### src/rtl/motor_command_shaper_if.sv
// Command/duty bundle between the balance loop, the shaper and the H-bridge PWM stage.
interface motor_command_shaper_if;
  logic               cmd_valid;
  logic signed [15:0] motor1_effort;
  logic signed [15:0] motor2_effort;
  logic               motor1_sign;
  logic [6:0]         motor1_upperlimit;
  logic               motor2_sign;
  logic [6:0]         motor2_upperlimit;
  logic               fault;

  modport master (
    output cmd_valid, motor1_effort, motor2_effort,
    input  motor1_sign, motor1_upperlimit, motor2_sign, motor2_upperlimit, fault
  );

  modport slave (
    input  cmd_valid, motor1_effort, motor2_effort,
    output motor1_sign, motor1_upperlimit, motor2_sign, motor2_upperlimit, fault
  );
endinterface

### src/rtl/motor_command_shaper.sv
// Shapes signed effort words into sign + duty magnitude per motor with scaling,
// saturation, deadband, slew limiting and a command watchdog.
module motor_command_shaper #(
  parameter int EFFORT_SHIFT = 4,
  parameter int MAX_DUTY     = 100,
  parameter int DEADBAND     = 3,
  parameter int SLEW_STEP    = 2,
  parameter int SLEW_DIV     = 1000,
  parameter int WDOG_CYCLES  = 1000000
) (
  input  logic                  clk,
  input  logic                  reset,
  motor_command_shaper_if.slave bus
);
  localparam int PW = (SLEW_DIV > 1) ? $clog2(SLEW_DIV) : 1;
  localparam int WW = $clog2(WDOG_CYCLES + 1);
  localparam logic [PW-1:0]       PRESC_LAST = PW'(SLEW_DIV - 1);
  localparam logic [WW-1:0]       WDOG_MAX   = WW'(WDOG_CYCLES);
  localparam logic signed [8:0]   STEP9      = 9'(SLEW_STEP);
  localparam logic signed [7:0]   STEP8      = 8'(SLEW_STEP);

  logic signed [7:0] tgt1_q, tgt1_d, tgt2_q, tgt2_d;
  logic signed [7:0] cur1_q, cur1_d, cur2_q, cur2_d;
  logic [PW-1:0]     presc_q, presc_d;
  logic [WW-1:0]     wd_q, wd_d;
  logic              fault_q, fault_d;
  logic              sign1_q, sign1_d, sign2_q, sign2_d;
  logic [6:0]        ul1_q, ul1_d, ul2_q, ul2_d;
  logic              tick;

  // Magnitude is taken in 17 bits so the most negative effort cannot overflow.
  function automatic logic signed [7:0] shape(input logic signed [15:0] effort);
    logic signed [15:0] s;
    logic [16:0]        m;
    logic [6:0]         mag;
    s = effort >>> EFFORT_SHIFT;
    m = s[15] ? -{s[15], s} : {s[15], s};
    if (m > 17'(MAX_DUTY)) m = 17'(MAX_DUTY);
    mag = m[6:0];
    if (mag < 7'(DEADBAND)) mag = '0;
    return s[15] ? -{1'b0, mag} : {1'b0, mag};
  endfunction

  function automatic logic signed [7:0] slew(input logic signed [7:0] tgt,
                                             input logic signed [7:0] cur);
    logic signed [8:0] d;
    d = {tgt[7], tgt} - {cur[7], cur};
    if (d > STEP9)       return cur + STEP8;
    else if (d < -STEP9) return cur - STEP8;
    else                 return tgt;
  endfunction

  function automatic logic [6:0] magnitude(input logic signed [7:0] v);
    return v[7] ? 7'(-v) : v[6:0];
  endfunction

  always_comb begin
    tick    = (presc_q == PRESC_LAST);
    presc_d = tick ? '0 : presc_q + 1'b1;

    wd_d    = wd_q;
    fault_d = fault_q;
    tgt1_d  = tgt1_q;
    tgt2_d  = tgt2_q;
    if (bus.cmd_valid) begin
      wd_d    = '0;
      fault_d = 1'b0;
      tgt1_d  = shape(bus.motor1_effort);
      tgt2_d  = shape(bus.motor2_effort);
    end else begin
      if (wd_q != WDOG_MAX) wd_d = wd_q + 1'b1;
      // Targets stay pinned at zero for as long as the counter sits saturated.
      if (wd_d == WDOG_MAX) begin
        fault_d = 1'b1;
        tgt1_d  = '0;
        tgt2_d  = '0;
      end
    end

    // Slew uses the target registered before this cycle's command, if any.
    cur1_d  = tick ? slew(tgt1_q, cur1_q) : cur1_q;
    cur2_d  = tick ? slew(tgt2_q, cur2_q) : cur2_q;

    ul1_d   = magnitude(cur1_q);
    ul2_d   = magnitude(cur2_q);
    sign1_d = (cur1_q == '0) ? sign1_q : ~cur1_q[7];
    sign2_d = (cur2_q == '0) ? sign2_q : ~cur2_q[7];
  end

  always_ff @(posedge clk or negedge reset) begin
    if (!reset) begin
      tgt1_q  <= '0;
      tgt2_q  <= '0;
      cur1_q  <= '0;
      cur2_q  <= '0;
      presc_q <= '0;
      wd_q    <= '0;
      fault_q <= 1'b0;
      sign1_q <= 1'b1;
      sign2_q <= 1'b1;
      ul1_q   <= '0;
      ul2_q   <= '0;
    end else begin
      tgt1_q  <= tgt1_d;
      tgt2_q  <= tgt2_d;
      cur1_q  <= cur1_d;
      cur2_q  <= cur2_d;
      presc_q <= presc_d;
      wd_q    <= wd_d;
      fault_q <= fault_d;
      sign1_q <= sign1_d;
      sign2_q <= sign2_d;
      ul1_q   <= ul1_d;
      ul2_q   <= ul2_d;
    end
  end

  assign bus.motor1_sign       = sign1_q;
  assign bus.motor1_upperlimit = ul1_q;
  assign bus.motor2_sign       = sign2_q;
  assign bus.motor2_upperlimit = ul2_q;
  assign bus.fault             = fault_q;
endmodule

### src/flat_wrapper.sv
// flat-port wrapper written by rule: the top's interface ports become plain ports
module motor_command_shaper_flat 
#(
  parameter int EFFORT_SHIFT = 4,
  parameter int MAX_DUTY     = 100,
  parameter int DEADBAND     = 3,
  parameter int SLEW_STEP    = 2,
  parameter int SLEW_DIV     = 1000,
  parameter int WDOG_CYCLES  = 1000000
)
  (clk, reset, bus_cmd_valid, bus_motor1_effort, bus_motor2_effort, bus_motor1_sign, bus_motor1_upperlimit, bus_motor2_sign, bus_motor2_upperlimit, bus_fault);
  motor_command_shaper_if bus_i ();
  input  logic clk;
  input  logic reset;
  input wire logic [$bits(bus_i.cmd_valid)-1:0] bus_cmd_valid;
  input wire logic [$bits(bus_i.motor1_effort)-1:0] bus_motor1_effort;
  input wire logic [$bits(bus_i.motor2_effort)-1:0] bus_motor2_effort;
  output wire logic [$bits(bus_i.motor1_sign)-1:0] bus_motor1_sign;
  output wire logic [$bits(bus_i.motor1_upperlimit)-1:0] bus_motor1_upperlimit;
  output wire logic [$bits(bus_i.motor2_sign)-1:0] bus_motor2_sign;
  output wire logic [$bits(bus_i.motor2_upperlimit)-1:0] bus_motor2_upperlimit;
  output wire logic [$bits(bus_i.fault)-1:0] bus_fault;
  assign bus_i.cmd_valid = bus_cmd_valid;
  assign bus_i.motor1_effort = bus_motor1_effort;
  assign bus_i.motor2_effort = bus_motor2_effort;
  assign bus_motor1_sign = bus_i.motor1_sign;
  assign bus_motor1_upperlimit = bus_i.motor1_upperlimit;
  assign bus_motor2_sign = bus_i.motor2_sign;
  assign bus_motor2_upperlimit = bus_i.motor2_upperlimit;
  assign bus_fault = bus_i.fault;
  motor_command_shaper #(.EFFORT_SHIFT(EFFORT_SHIFT), .MAX_DUTY(MAX_DUTY), .DEADBAND(DEADBAND), .SLEW_STEP(SLEW_STEP), .SLEW_DIV(SLEW_DIV), .WDOG_CYCLES(WDOG_CYCLES)) u_core (.clk(clk), .reset(reset), .bus(bus_i));
endmodule
### config.mk
export PLATFORM = sky130hd
export DESIGN_NAME = motor_command_shaper_flat
export DESIGN_NICKNAME = d
export VERILOG_FILES = /design/src/rtl/motor_command_shaper_if.sv /design/src/rtl/motor_command_shaper.sv /design/src/flat_wrapper.sv
export SDC_FILE = /design/constraint.sdc
export NUM_CORES = 1
export LEC_CHECK = 0
export CAP_MARGIN = 10
export CORE_AREA = 2 2 122 95
export CTS_CLUSTER_DIAMETER = 60
export DETAILED_ROUTE_END_ITERATION = 16
export DIE_AREA = 0 0 124 97
export HOLD_SLACK_MARGIN = 0.02
export PLACE_DENSITY = 0.81
export SYNTH_ARGS = -nofsm -noshare
export SYNTH_HDL_FRONTEND = slang
export SYNTH_SLANG_ARGS = --single-unit
### constraint.sdc
create_clock -name clk -period 4.5 [get_ports clk]
set_input_delay 1.35 -clock clk [delete_from_list [all_inputs] [get_ports clk]]
set_output_delay 1.35 -clock clk [all_outputs]
set_load 0.01 [all_outputs]
==> metrics <==
outcome=completed; Yosys Warn Count=0; Fin. Hold Viols=0; Crit-path slowest cell=or4_4; largest cells by area after synthesis=dfrtp_1, ha_1, xnor2_1; syn_nets=840; Skew-Pair Late Insertion Delay=330 ps; Peak VDD IR=0.187 mV; fmax=0.228 GHz; gr usage total=27.2%; Layout area overhead=19.9%; CP delay by family, top=simple AND/OR/NAND/NOR gates; Die X=124 um; synthesized instance count=772; GP Congestion=0.924; synthesized flop and latch total=79; die height=97 um; CTS tree=done; part of the cycle the worst path needs=97.7%; top-level port count=52; Async SR Flop Fraction=100%; Antenna Diode Count=0; final core utilization=71.0%; core area=10700 sq um; Slew Limit Fails=0; WP buf/inv=1; total of max-cap violations=0; Routed WL per cell=16.1 um; I/O Buffers=43; vias in the first global route=5711; critical-path cell list=clkdlybuf4s50_1, or4_4, or4b_4, a21bo_4, o31ai_4, o21a_1, nand3_2, ha_4, nand2_1, nor3_1, xnor2_1, mux2i_1, o22ai_1, a22o_1; Worst Setup Slack post-DPL=-445 ps; power density cells=245 nW/um^2; layout cells sized above 1=12.7%; Worst Path Required=4720 ps; Post-Syn Area=6350 sq um; worst hold path type=reg -> reg; Final min period=4400 ps; CP Class=in -> reg; Root Buffer=clkbuf_16; Starting Density=59.2%; Fin Setup TNS=0 ps; most frequent cells in the layout=dfrtp_1, nor2_1, nand2_1; Post-Layout Cell Count=985; cell count after placement=967; Critical Path Max Stage Delay=550 ps; setup ws final=105 ps; Post-CTS Hold Buffers=0; register area share after synthesis=31.2%; overflow left after global routing=0; CP arrival=4610 ps; r2r worst-path depth=10; final WL=15900 um; die area=12000 sq um; largest net degree at the start of global routing=80; top cell type's share of synthesized area=30.3%; # fillers=827; Hold Path Cell Cnt=0; H-tree depth=3; count of different cell masters after synthesis=82; Mean Syn Cell Area=8.23 sq um; CP max FO=4; initial antenna violation count=0; Vias/cell=6.21; DRT Pass-1 Iters=5; Slew HR=36.1%; post-detailed-route count of antenna-violating nets=0; most common cell after layout, fill and taps aside=dfrtp_1; total CTS buffers=9; Critical Path End Type=flip-flop; WP depth=14; hpwl dp=11400 um; CTS sink cnt=79; Slew @ Worst Pin=958 ps; nets=908; Reg clk slew, reported paths=60 ps; vias post-DR=6121; # setup viols final=0; row cnt=33; DRC=0; crit start category=primary input; top_reg_cell synth=dfrtp_1; global-route wire length before repair=26900 um; Longest Clk Path Bufs=2; Synth area leader=dfrtp_1; initial DRC count=510; Clock Skews=5.31 ps; Post-synth EDFFs=0; Lkg Pwr=0.00319 uW
[power breakdown]
| group | total [uW] | internal (uW) | switching, uW |
|---|---|---|---|
| Clock | 711 | 430 | 282 |
| Sequential | 745 | 725 | 20.4 |
| Combinational | 411 | 176 | 235 |
| Total | 1870 | 1330 | 537 |
[logic make-up after synthesis]
kind of cell	count (synthesis)	share of synthesized area (%)
fa+ha+maj	33	6.73
compound gates	204	22.6
buf+inv	83	5.26
mux	14	2.21
xor+xnor	60	8.27
simple gates	299	23.8
flops	79	31.2
[registers in the layout, summed over array words and instances (netlist names)]
signal,flops
u_core.wd_q,20
u_core.bus.motor1_sign,1
u_core.bus.motor1_upperlimit,7
u_core.bus.motor2_sign,1
u_core.bus.fault,1
u_core.cur2_q,8
u_core.tgt1_q,8
u_core.cur1_q,8
u_core.presc_q,10
u_core.tgt2_q,8
u_core.bus.motor2_upperlimit,7
[cell type report]
cell class / instances / area, sq um / area share [%]
clock inverter: 5 / 58.8 / 0.772
tap: 140 / 175 / 2.30
multi-input combinational: 610 / 4160 / 54.5
timing repair buffer: 98 / 861 / 11.3
sequential: 79 / 1980 / 26.0
inverter: 42 / 158 / 2.07
clock buffer: 11 / 233 / 3.05
[worst reg2reg max path, stage by stage, from the launching register on]
cell and delay [ps]:
dfrtp_1 510, inv_1 230, fa_1 530, a211oi_1 470
nor2_1 120, xor2_1 180, a2111oi_1 600, a31oi_1 470
nor2_2 480, a21oi_1 160, a32oi_1 240
[final timing paths]
kind                                             from                         endpoint  slack, ps
worst max-delay path            bus_motor1_effort[10]                 u_core.tgt1_q[6]        100
worst min-delay path                 u_core.cur1_q[0]  u_core.bus.motor1_upperlimit[0]        410
worst max register to register       u_core.cur1_q[1]                 u_core.cur1_q[7]        420
worst min register to register       u_core.cur1_q[0]  u_core.bus.motor1_upperlimit[0]        410
max in group asynchronous                       reset                   u_core.wd_q[0]       2710
min in group asynchronous                       reset                 u_core.cur2_q[6]       1160
[synth_stat cells (all sizes together), types with 4 or more instances]
cell type  count
a21o           8
nand2b        14
buf            7
or4            5
o211ai         9
nor3b          4
o311ai         5
xnor2         42
inv           41
o31a           4
nand2         69
a21oi         37
a211o          5
and2           4
o21ai         44
o21a           7
or3            8
o22ai          9
mux2i         14
a211oi         4
nand4          9
nor4           9
dfrtp         77
clkbuf        34
a22o           5
nor3          29
xor2          18
a31oi          9
a22oi          5
o221ai         5
nor2          76
or4b           4
nand3         33
and3           9
ha            31
o31ai          8
nor2b         13
[through the flow]
stage          power, uW  area, sq um  hold slack (ps)
2_1_floorplan       1010         6350              380
3_3_place_gp        1130         7190              397
3_5_place_dp        1150         7190              396
4_1_cts             1860         7500              411
5_1_grt             1960         7620              425
6_report            1870         7620              407
[timing repair]
| item | CTS | global route |
|---|---|---|
| cloned | 0 | 0 |
| setup endpoints to repair | 3 | 11 |
| resized for setup | 3 | 30 |
| buffers inserted | 1 | 1 |
| pin swaps | 0 | 13 |
[routing by layer]
layer | share of wire (%) | routed length, um | GRT usage, % | vias to the layer above
li1 | - | - | - | 2944
met1 | 46 | 7280 | 40.0 | 2882
met5 | 0 | 0 | 0 | -
met2 | 46 | 7250 | 41.8 | 262
met4 | 1.3 | 202 | 4.93 | 0
met3 | 7.2 | 1140 | 5.37 | 33
No activity file was read; power rests on OpenSTA's default activity.
